===== config.mk =====
export PLATFORM = sky130hd
export DESIGN_NAME = trace_segment_sequencer_flat
export DESIGN_NICKNAME = d
export VERILOG_FILES = /design/src/rtl/trace_segment_sequencer_if.sv /design/src/rtl/trace_segment_sequencer.sv /design/src/flat_wrapper.sv
export SDC_FILE = /design/constraint.sdc
export NUM_CORES = 1
export LEC_CHECK = 0
export BUFFER_PORTS_ARGS = -buffer_cell sky130_fd_sc_hd__buf_2
export CAP_MARGIN = 25
export CORE_MARGIN = 5
export CORE_UTILIZATION = 63
export CTS_BUF_LIST = sky130_fd_sc_hd__clkbuf_2
export CTS_CLUSTER_SIZE = 14
export DETAILED_ROUTE_END_ITERATION = 7
export PLACE_DENSITY = 0.87
export SETUP_SLACK_MARGIN = 0.3
export SYNTH_ARGS = -nofsm -noshare
export SYNTH_HDL_FRONTEND = slang
export SYNTH_SLANG_ARGS = --single-unit

===== constraint.sdc =====
create_clock -name clk -period 5.6 [get_ports clk]
set_clock_uncertainty 0.05 [all_clocks]
set_input_delay 0.28 -clock clk [delete_from_list [all_inputs] [get_ports clk]]
set_output_delay 0.28 -clock clk [all_outputs]
set_load 0.005 [all_outputs]

===== src/rtl/trace_segment_sequencer_if.sv =====
// Sample-stream and line-drawer segment handshake seen by the trace sequencer.
// master = sequencer side, slave = capture logic / line drawer side.
interface trace_segment_sequencer_if #(
   parameter int SAMPLE_W = 8
);
   logic                sample_valid;
   logic [SAMPLE_W-1:0] sample_data;
   logic                sample_ready;
   logic                seg_start;
   logic [9:0]          seg_x0;
   logic [9:0]          seg_y0;
   logic [9:0]          seg_x1;
   logic [9:0]          seg_y1;
   logic                seg_done;

   modport master (
      input  sample_valid, sample_data, seg_done,
      output sample_ready, seg_start, seg_x0, seg_y0, seg_x1, seg_y1
   );

   modport slave (
      output sample_valid, sample_data, seg_done,
      input  sample_ready, seg_start, seg_x0, seg_y0, seg_x1, seg_y1
   );
endinterface


===== src/rtl/trace_segment_sequencer.sv =====
// Turns an ADC sample stream into one line segment per sample pair across a
// horizontal sweep, driving the line drawer through a start/done handshake.
module trace_segment_sequencer #(
   parameter int SAMPLE_W     = 8,
   parameter int H_ACTIVE     = 640,
   parameter int X_STEP       = 1,
   parameter int Y_BASE       = 112,
   parameter int DONE_TIMEOUT = 1023
) (
   input  logic                      clk,
   input  logic                      reset_n,
   input  logic                      i_arm,
   trace_segment_sequencer_if.master io_seg,
   output logic                      o_busy,
   output logic                      o_sweep_done,
   output logic                      o_timeout_err,
   output logic [15:0]               o_sweep_count
);
   localparam logic [9:0]  Y_TOP    = 10'(Y_BASE + (1 << SAMPLE_W) - 1);
   localparam logic [10:0] X_LAST   = 11'(H_ACTIVE - 1);
   localparam logic [10:0] X_INC    = 11'(X_STEP);
   localparam logic [15:0] TMO_LAST = 16'(DONE_TIMEOUT - 1);
   localparam bit          TMO_EN   = (DONE_TIMEOUT != 0);

   typedef enum logic [2:0] {
      S_IDLE, S_FIRST, S_WAIT_SAMPLE, S_ISSUE, S_WAIT_DONE, S_SWEEP_END
   } state_t;

   state_t      r_state, w_state_nxt;
   logic [9:0]  r_x_prev, r_y_prev, w_x_nxt, w_y_nxt;
   logic [9:0]  r_x0, r_y0, r_x1, r_y1;
   logic [9:0]  w_x0_nxt, w_y0_nxt, w_x1_nxt, w_y1_nxt;
   logic [15:0] r_timer, w_timer_nxt;
   logic [15:0] r_count;
   logic        r_ready, r_start, r_busy, r_sweep_done, r_terr, w_terr_nxt;
   logic        w_xfer, w_at_end, w_at_end_nxt;
   logic [9:0]  w_y_new;

   assign w_xfer       = io_seg.sample_valid & r_ready;
   assign w_y_new      = Y_TOP - 10'(io_seg.sample_data);
   assign w_at_end     = ({1'b0, r_x_prev} + X_INC) > X_LAST;
   assign w_at_end_nxt = ({1'b0, w_x_nxt} + X_INC) > X_LAST;

   always_ff @(posedge clk or negedge reset_n) begin
      if (!reset_n) r_state <= S_IDLE;
      else          r_state <= w_state_nxt;
   end

   always_comb begin
      w_state_nxt = r_state;
      w_x_nxt     = r_x_prev;
      w_y_nxt     = r_y_prev;
      w_x0_nxt    = r_x0;
      w_y0_nxt    = r_y0;
      w_x1_nxt    = r_x1;
      w_y1_nxt    = r_y1;
      w_timer_nxt = r_timer;
      w_terr_nxt  = r_terr;
      case (r_state)
         S_IDLE: if (i_arm) begin
            w_state_nxt = S_FIRST;
            w_terr_nxt  = 1'b0;
            w_x_nxt     = '0;
         end
         S_FIRST: if (w_xfer) begin
            w_y_nxt     = w_y_new;
            w_state_nxt = S_WAIT_SAMPLE;
         end
         S_WAIT_SAMPLE: begin
            if (w_at_end) w_state_nxt = S_SWEEP_END;
            else if (w_xfer) begin
               w_x0_nxt    = r_x_prev;
               w_y0_nxt    = r_y_prev;
               w_x1_nxt    = 10'({1'b0, r_x_prev} + X_INC);
               w_y1_nxt    = w_y_new;
               w_state_nxt = S_ISSUE;
            end
         end
         S_ISSUE: begin
            w_timer_nxt = '0;
            w_state_nxt = S_WAIT_DONE;
         end
         S_WAIT_DONE: begin
            // seg_done wins over a timeout expiring in the same cycle
            if (io_seg.seg_done) begin
               w_x_nxt     = r_x1;
               w_y_nxt     = r_y1;
               w_state_nxt = S_WAIT_SAMPLE;
            end else if (TMO_EN && r_timer == TMO_LAST) begin
               w_terr_nxt  = 1'b1;
               w_state_nxt = S_IDLE;
            end else begin
               w_timer_nxt = r_timer + 16'd1;
            end
         end
         S_SWEEP_END: w_state_nxt = S_IDLE;
         default:     w_state_nxt = S_IDLE;
      endcase
   end

   // Outputs are registered off the next state so they line up with r_state.
   always_ff @(posedge clk or negedge reset_n) begin
      if (!reset_n) begin
         r_x_prev     <= '0;
         r_y_prev     <= '0;
         r_x0         <= '0;
         r_y0         <= '0;
         r_x1         <= '0;
         r_y1         <= '0;
         r_timer      <= '0;
         r_terr       <= 1'b0;
         r_ready      <= 1'b0;
         r_start      <= 1'b0;
         r_busy       <= 1'b0;
         r_sweep_done <= 1'b0;
         r_count      <= '0;
      end else begin
         r_x_prev     <= w_x_nxt;
         r_y_prev     <= w_y_nxt;
         r_x0         <= w_x0_nxt;
         r_y0         <= w_y0_nxt;
         r_x1         <= w_x1_nxt;
         r_y1         <= w_y1_nxt;
         r_timer      <= w_timer_nxt;
         r_terr       <= w_terr_nxt;
         r_ready      <= (w_state_nxt == S_FIRST) ||
                         (w_state_nxt == S_WAIT_SAMPLE && !w_at_end_nxt);
         r_start      <= (w_state_nxt == S_ISSUE);
         r_busy       <= (w_state_nxt != S_IDLE);
         r_sweep_done <= (w_state_nxt == S_SWEEP_END);
         if (w_state_nxt == S_SWEEP_END) r_count <= r_count + 16'd1;
      end
   end

   assign io_seg.sample_ready = r_ready;
   assign io_seg.seg_start    = r_start;
   assign io_seg.seg_x0       = r_x0;
   assign io_seg.seg_y0       = r_y0;
   assign io_seg.seg_x1       = r_x1;
   assign io_seg.seg_y1       = r_y1;
   assign o_busy              = r_busy;
   assign o_sweep_done        = r_sweep_done;
   assign o_timeout_err       = r_terr;
   assign o_sweep_count       = r_count;
endmodule


===== src/flat_wrapper.sv =====
// flat-port wrapper written by rule: the top's interface ports become plain ports
module trace_segment_sequencer_flat 
#(
   parameter int SAMPLE_W     = 8,
   parameter int H_ACTIVE     = 640,
   parameter int X_STEP       = 1,
   parameter int Y_BASE       = 112,
   parameter int DONE_TIMEOUT = 1023
)
  (clk, reset_n, i_arm, o_busy, o_sweep_done, o_timeout_err, o_sweep_count, io_seg_sample_valid, io_seg_sample_data, io_seg_seg_done, io_seg_sample_ready, io_seg_seg_start, io_seg_seg_x0, io_seg_seg_y0, io_seg_seg_x1, io_seg_seg_y1);
  trace_segment_sequencer_if #(.SAMPLE_W(SAMPLE_W)) io_seg_i ();
  input  logic clk;
  input  logic reset_n;
  input  logic i_arm;
  output logic o_busy;
  output logic o_sweep_done;
  output logic o_timeout_err;
  output logic [15:0] o_sweep_count;
  input wire logic [$bits(io_seg_i.sample_valid)-1:0] io_seg_sample_valid;
  input wire logic [$bits(io_seg_i.sample_data)-1:0] io_seg_sample_data;
  input wire logic [$bits(io_seg_i.seg_done)-1:0] io_seg_seg_done;
  output wire logic [$bits(io_seg_i.sample_ready)-1:0] io_seg_sample_ready;
  output wire logic [$bits(io_seg_i.seg_start)-1:0] io_seg_seg_start;
  output wire logic [$bits(io_seg_i.seg_x0)-1:0] io_seg_seg_x0;
  output wire logic [$bits(io_seg_i.seg_y0)-1:0] io_seg_seg_y0;
  output wire logic [$bits(io_seg_i.seg_x1)-1:0] io_seg_seg_x1;
  output wire logic [$bits(io_seg_i.seg_y1)-1:0] io_seg_seg_y1;
  assign io_seg_i.sample_valid = io_seg_sample_valid;
  assign io_seg_i.sample_data = io_seg_sample_data;
  assign io_seg_i.seg_done = io_seg_seg_done;
  assign io_seg_sample_ready = io_seg_i.sample_ready;
  assign io_seg_seg_start = io_seg_i.seg_start;
  assign io_seg_seg_x0 = io_seg_i.seg_x0;
  assign io_seg_seg_y0 = io_seg_i.seg_y0;
  assign io_seg_seg_x1 = io_seg_i.seg_x1;
  assign io_seg_seg_y1 = io_seg_i.seg_y1;
  trace_segment_sequencer #(.SAMPLE_W(SAMPLE_W), .H_ACTIVE(H_ACTIVE), .X_STEP(X_STEP), .Y_BASE(Y_BASE), .DONE_TIMEOUT(DONE_TIMEOUT)) u_core (.clk(clk), .reset_n(reset_n), .i_arm(i_arm), .io_seg(io_seg_i), .o_busy(o_busy), .o_sweep_done(o_sweep_done), .o_timeout_err(o_timeout_err), .o_sweep_count(o_sweep_count));
endmodule

* Yosys cells after proc, flatten, opt, wreduce, memory -nomap -nowiden
Cells that the tools add are included.
** Storage, ports and cells
- Input port bits :: 13
- Output and inout port bits :: 61
- Flip-flop bits (word level) :: 100
- Logic and storage cells :: 70
** Cells by class
- Eq/ne operators :: 15
- Muxes and demuxes :: 20
- Reduce and logical (&&, ||, !) cells :: 12
- $lt $le $gt $ge :: 2
- Bitwise operators :: 2
- $add $sub $neg :: 5
** Operators by type and width (number)
- 2-to-1 mux 10 bit :: 4
- case mux 10 bit (2 select lines) :: 2
- adder 16 x 1 -> 16 bit (second input constant) :: 2
- 2-to-1 mux 16 bit :: 2
- case mux 16 bit (2 select lines) :: 1
- adder 10 x 1 -> 11 bit (second input constant) :: 2
- > comparator 11 x 10 -> 1 bit (second input constant) :: 2
- 2-to-1 mux 3 bit :: 6
- equality test 16 x 10 -> 1 bit (second input constant) :: 1
- case mux 3 bit (5 select lines) :: 1
- equality test 3 x 2 -> 1 bit (second input constant) :: 4
- subtractor 9 x 8 -> 10 bit (first input constant) :: 1
- AND reduction 3 bit :: 3
- inequality test 2 bit (second input constant) :: 4
- equality test 3 x 1 -> 1 bit (second input constant) :: 2
- equality test 3 bit (second input constant) :: 2
- nonzero test 2 bit :: 3
- inequality test 2 x 1 -> 1 bit (second input constant) :: 2
- AND reduction 4 bit :: 1
- zero test 3 bit :: 1
- 2-to-1 mux 1 bit :: 3
- nonzero test 3 bit :: 1
- case mux 1 bit (2 select lines) :: 1
- bitwise AND 1 bit :: 1
- other kinds (4) :: 4

* Depth between registers and ports, before layout
- Depth in word-level cells :: 7
- Gate-level depth with buffers :: 10
- Gate-level depth less buffers :: 9

* Worst setup path before layout
Ideal clock, no wire load.
- Kind :: reg2reg
- Start point :: register u_core.r_x_prev[0]
- End point :: register u_core.r_count[15], in the netlist u_core.o_sweep_count[15]
- Path buffers :: 1
- Slack :: 2.745 ns
- Setup time :: 0.123 ns
- Required time :: 5.427 ns
- Period minus slack after synthesis :: 2.855 ns
- Arrival time :: 2.682 ns
- Cell stages (with the launch flop) :: 10
- Cell sequence :: dfrtp_1 inv_1 ha_1 or4b_1 nor3_2 a21oi_1 a221o_1 buf_6 or4_4 xnor2_2
** On the way
- Word-level cells in the longest chain between the ends :: 5
** Ends and longest elaborated chain
- from (decl) :: RTL line trace_segment_sequencer.sv:30 : logic [9:0] r_x_prev, r_y_prev, w_x_nxt, w_y_nxt;
- from (signal assigned) :: RTL line trace_segment_sequencer.sv:118 : r_x_prev <= w_x_nxt;
- adder 10 x 1 -> 11 bit :: RTL line trace_segment_sequencer.sv:41 : assign w_at_end = ({1'b0, r_x_prev} + X_INC) > X_LAST;
- > comparator 11 x 10 -> 1 bit :: RTL line trace_segment_sequencer.sv:41
- 2-to-1 mux 3 bit :: RTL line trace_segment_sequencer.sv:70 : if (w_at_end) w_state_nxt = S_SWEEP_END;
- case mux 3 bit (5 select lines) :: RTL line trace_segment_sequencer.sv:59 : case (r_state)
- equality test 3 bit :: RTL line trace_segment_sequencer.sv:131 : if (w_state_nxt == S_SWEEP_END) r_count <= r_count + 16'd1;
- to (signal assigned) :: RTL line trace_segment_sequencer.sv:131
- to (decl) :: RTL line trace_segment_sequencer.sv:34 : logic [15:0] r_count;
No other way between the ends.
A chain may end at the register's enable or synchronous reset.

* Worst setup path in the final report
- Start point :: register u_core.r_x_prev[0]
- End point :: register u_core.r_y0[7], in the netlist u_core.io_seg.seg_y0[7]
** On the way
- Word-level cells in the longest chain between the ends :: 4
** Ends and longest elaborated chain
- adder 10 x 1 -> 11 bit :: RTL line trace_segment_sequencer.sv:41
- > comparator 11 x 10 -> 1 bit :: RTL line trace_segment_sequencer.sv:41
- NOT 1 bit (no source line)
- AND reduction 3 bit (no source line)
- to (signal assigned) :: RTL line trace_segment_sequencer.sv:121 : r_y0 <= w_y0_nxt;
- to (decl) :: RTL line trace_segment_sequencer.sv:31 : logic [9:0] r_x0, r_y0, r_x1, r_y1;
No other way between the ends.

==> flow_summary_export.csv <==
group,metric,value,unit
min_path,hp-class,"in -> reg",
timing,setup_viol,0,
pwr,ir_drop,0.175,mV
pwr,power-per-cell-area,355,mW/mm²
die,die_w,96.6,µm
synthesis,synth_top_area_cell,"dfrtp_1",
die,core,0.00729,mm²
critical_path,r2r_cells,9,
grt,overflow,0,
synthesis,synth_area,0.00472,mm²
clocking,cts_inserted_buffers,9,
detailed_routing,routed_via_density,5.86,
finish,layout-drive-gt1-share,0.257,
clocking,path_clk_slew,0.26,ns
critical_path,critPathMaxStageDelay,0.55,ns
critical_path,critical_path.top_delay_family,"simple AND/OR/NAND/NOR gates",
synthesis,synth_area_per_cell,10.7,µm²
synthesis,synth_edf_count,0,
finish,utilization,0.734,
critical_path,worstSetupEndpointType,"flip-flop",
grt,grt_start_max_net_pins,64,
pwr,power_frac_clock,0.178,
clocking,htreeDepth,3,
place,dpl.hpwl,7.26,mm
place,globalplace.congestion,0.929,
critical_path,worstPathRequired,6.01,ns
synthesis,seq_area_frac_synth,0.514,
timing,slew_headroom,0.493,
die,fp.dieH,96.6,µm
place,place_ws,2.22,ns
detailed_routing,remaining_drc_errors,0,
synthesis,ys_types,58,
finish,syn2layout_area_growth,13.3,%
clocking,cts_resized,0,
timing,rsz0062_at_grt,"false",
detailed_routing,ant_nets,0,
pwr,seq_power_share,0.519,
finish,diodes,0,
synthesis,async_flop_share,1.00,
synthesis,synth_ff_type,"dfrtp_1",
critical_path,crit_type,"reg -> reg",
die,initial_core_util,0.648,
clocking,cts_tree,"built",
timing,fin_crit_sh,0.602,
clocking,clock_latency,0.53,ns
die,num_rows,31,
die,dieArea,0.00933,mm²
clocking,clockBufferDepth,2,
pwr,combPwrFrac,0.302,
finish,fill_cells,535,
detailed_routing,routed_wl,10.2,mm
synthesis,synthTopCellsByCount,"dfrtp_1 (97), nor2_1 (42), mux2_2 (31), nand2_1 (30), a21oi_1 (24)",
timing,final-max-slew-violation-count,0,
run,cap_violations,0,
detailed_routing,firstDrtPassIters,4,
die,ios,74,
synthesis,synth_area_leaders,"dfrtp_1 (51%), mux2_2 (7.4%), xor2_1 (3.9%), nor2_1 (3.3%), xnor2_1 (3.3%)",
detailed_routing,vias,3636,
finish,fin_cells,621,
grt,grt_pass1_wl,17.6,mm
synthesis,postSynthCellCount,440,
timing,fmax,297,MHz
place,placed_cells,596,
critical_path,crit_cells,9,
pwr,p_int,1.22,mW
timing,hold_viol,0,
timing,fin_tns_setup,0,ns
synthesis,yosys_warnings,0,
place,port_buffers,71,
grt,grt_pass1_vias,3790,
clocking,clock-root-buffer,"clkbuf_2",
pwr,netSwitchingPower,0.675,mW
pwr,p_sw_frac,0.355,
critical_path,cp_num_buf_inv,2,
clocking,cts_sinks,97,
detailed_routing,drt-initial-drc-count,199,
timing,worst_slew_pin_slew,0.761,ns
synthesis,synth_most_common_cell,"dfrtp_1",
grt,antenna_found_initial,0,
timing,layout_setup_ws,2.23,ns
critical_path,slowest_stage,"or4b_1",
clocking,post_cts_buffers,0,
min_path,whs_path_depth,4,
synthesis,synth_top_area_share,0.514,
critical_path,worstPathArrival,3.78,ns
critical_path,path_cells,"inv_1 > ha_1 > or4b_1 > nor3_2 > nand2_1 > a21o_1 > nand3b_1 > buf_4 > mux2_2",
grt,track_usage,0.224,
pwr,p_leak,2.69,nW
detailed_routing,wl_per_cell,16.4,µm
timing,period_needed,3.37,ns
synthesis,ys_ff_latch,97,
status,status,"finished clean",
critical_path,path_max_fanout,28,
pwr,total_power,1.90,mW
finish,fin_nets,538,
critical_path,critPathLaunchType,"flip-flop",
==> per-stage QoR <==
| step | area, µm² | hold WS (ns) |
|---|---|---|
| 5_1_grt | 5350 | 0.0105 |
| 6_report | 5350 | 0.0268 |
| 3_5_place_dp | 5150 | 0.207 |
| 4_1_cts | 5340 | 0.000720 |
| 2_1_floorplan | 4730 | -0.0656 |
| 3_3_place_gp | 5150 | 0.201 |
==> repair_timing <==
item	in CTS	in global routing
hold buffers	7	1
endpoints found under the hold margin	43	1
setup endpoints to repair	0	0
==> layer usage <==
metal	share of wire	up-vias	GRT usage
li1	-	1713	-
met1	0.41	1783	0.270
met2	0.51	113	0.389
met3	0.055	27	0.0554
met4	0.024	0	0.0788
met5	0	-	0
==> layout by cell type, fill, tap and decap left out, types with 3 or more instances in the layout <==
cell type	netlist	layout
dlygate4sd3_1	0	8
nand4_1	8	8
o31ai_1	3	3
ha_1	8	8
nand2_1	30	30
nor3_1	10	10
xnor2_1	18	18
dfrtp_1	97	97
nor2_1	42	42
or2_2	4	4
nand3_1	15	15
nor3b_1	3	3
xor2_1	21	21
buf_4	2	7
and3_1	7	7
clkbuf_2	0	10
mux2i_1	8	8
buf_2	8	70
mux2_2	31	31
clkinvlp_4	0	3
nor4_1	6	6
a2111oi_0	5	5
a31oi_1	5	5
a22o_1	7	7
inv_1	19	19
a211oi_1	3	3
o2111ai_1	4	4
a21oi_1	24	24
==> power groups by stage <==
stage,combinational (mW),sequential [mW],clock (mW)
finish,0.574,0.987,0.339
CTS,0.576,0.986,0.344
global route,0.640,1.01,0.378
global placement,0.546,0.989,0
floorplan,0.380,0.961,0
detailed placement,0.568,1.00,0
==> cell type report <==
| class | count | area [µm²] | area share |
|---|---|---|---|
| inverters | 19 | 71.3 | 0.0133 |
| clock buffers | 10 | 50.0 | 0.00935 |
| clock inverters | 6 | 67.6 | 0.0126 |
| well taps | 99 | 124 | 0.0231 |
| repair buffers | 85 | 483 | 0.0902 |
| multi-input cells | 305 | 2130 | 0.398 |
| flip-flops and latches | 97 | 2430 | 0.453 |
==> registers in the layout (all words and copies together), names as in the netlist, 3 cells and up <==
name	count
u_core.io_seg.seg_y1	9
u_core.io_seg.seg_y0	9
u_core.r_state	3
u_core.r_x_prev	10
u_core.io_seg.seg_x0	10
u_core.io_seg.seg_x1	10
u_core.r_y_prev	9
u_core.o_sweep_count	16
u_core.r_timer	16
==> worst reg2reg max path: cells and delay by family (launching register included) <==
family / cells / cell delay (ns)
AOI/OAI and AO/OA: 1 / 0.20
adders and majority gates: 1 / 0.31
buffers and inverters: 2 / 0.59
DFF: 1 / 0.49
muxes: 1 / 0.41
and+or+nand+nor: 4 / 1.28
==> logic make-up after synthesis <==
logic type                 synth area share
AOI/OAI and AO/OA                     0.106
xor gates and xnor gates             0.0757
buffers and inverters                0.0363
adders and majority gates            0.0212
DFF                                   0.514
muxes                                0.0932
other                              0.000794
and+or+nand+nor                       0.153
==> final timing paths <==
kind,end,startpoint,slack [ns]
max,u_core.io_seg.seg_y0[7],u_core.r_x_prev[0],2.23
min in group asynchronous,u_core.r_timer[10],reset_n,0.13
max in group asynchronous,u_core.r_timer[4],reset_n,4.25
max reg2reg,u_core.io_seg.seg_y0[7],u_core.r_x_prev[0],2.23
min reg2reg,u_core.o_sweep_count[11],u_core.o_sweep_count[11],0.46
min,u_core.r_y_prev[8],io_seg_sample_data[7],0.03
Note: power is estimated with default switching activity, not from simulation.
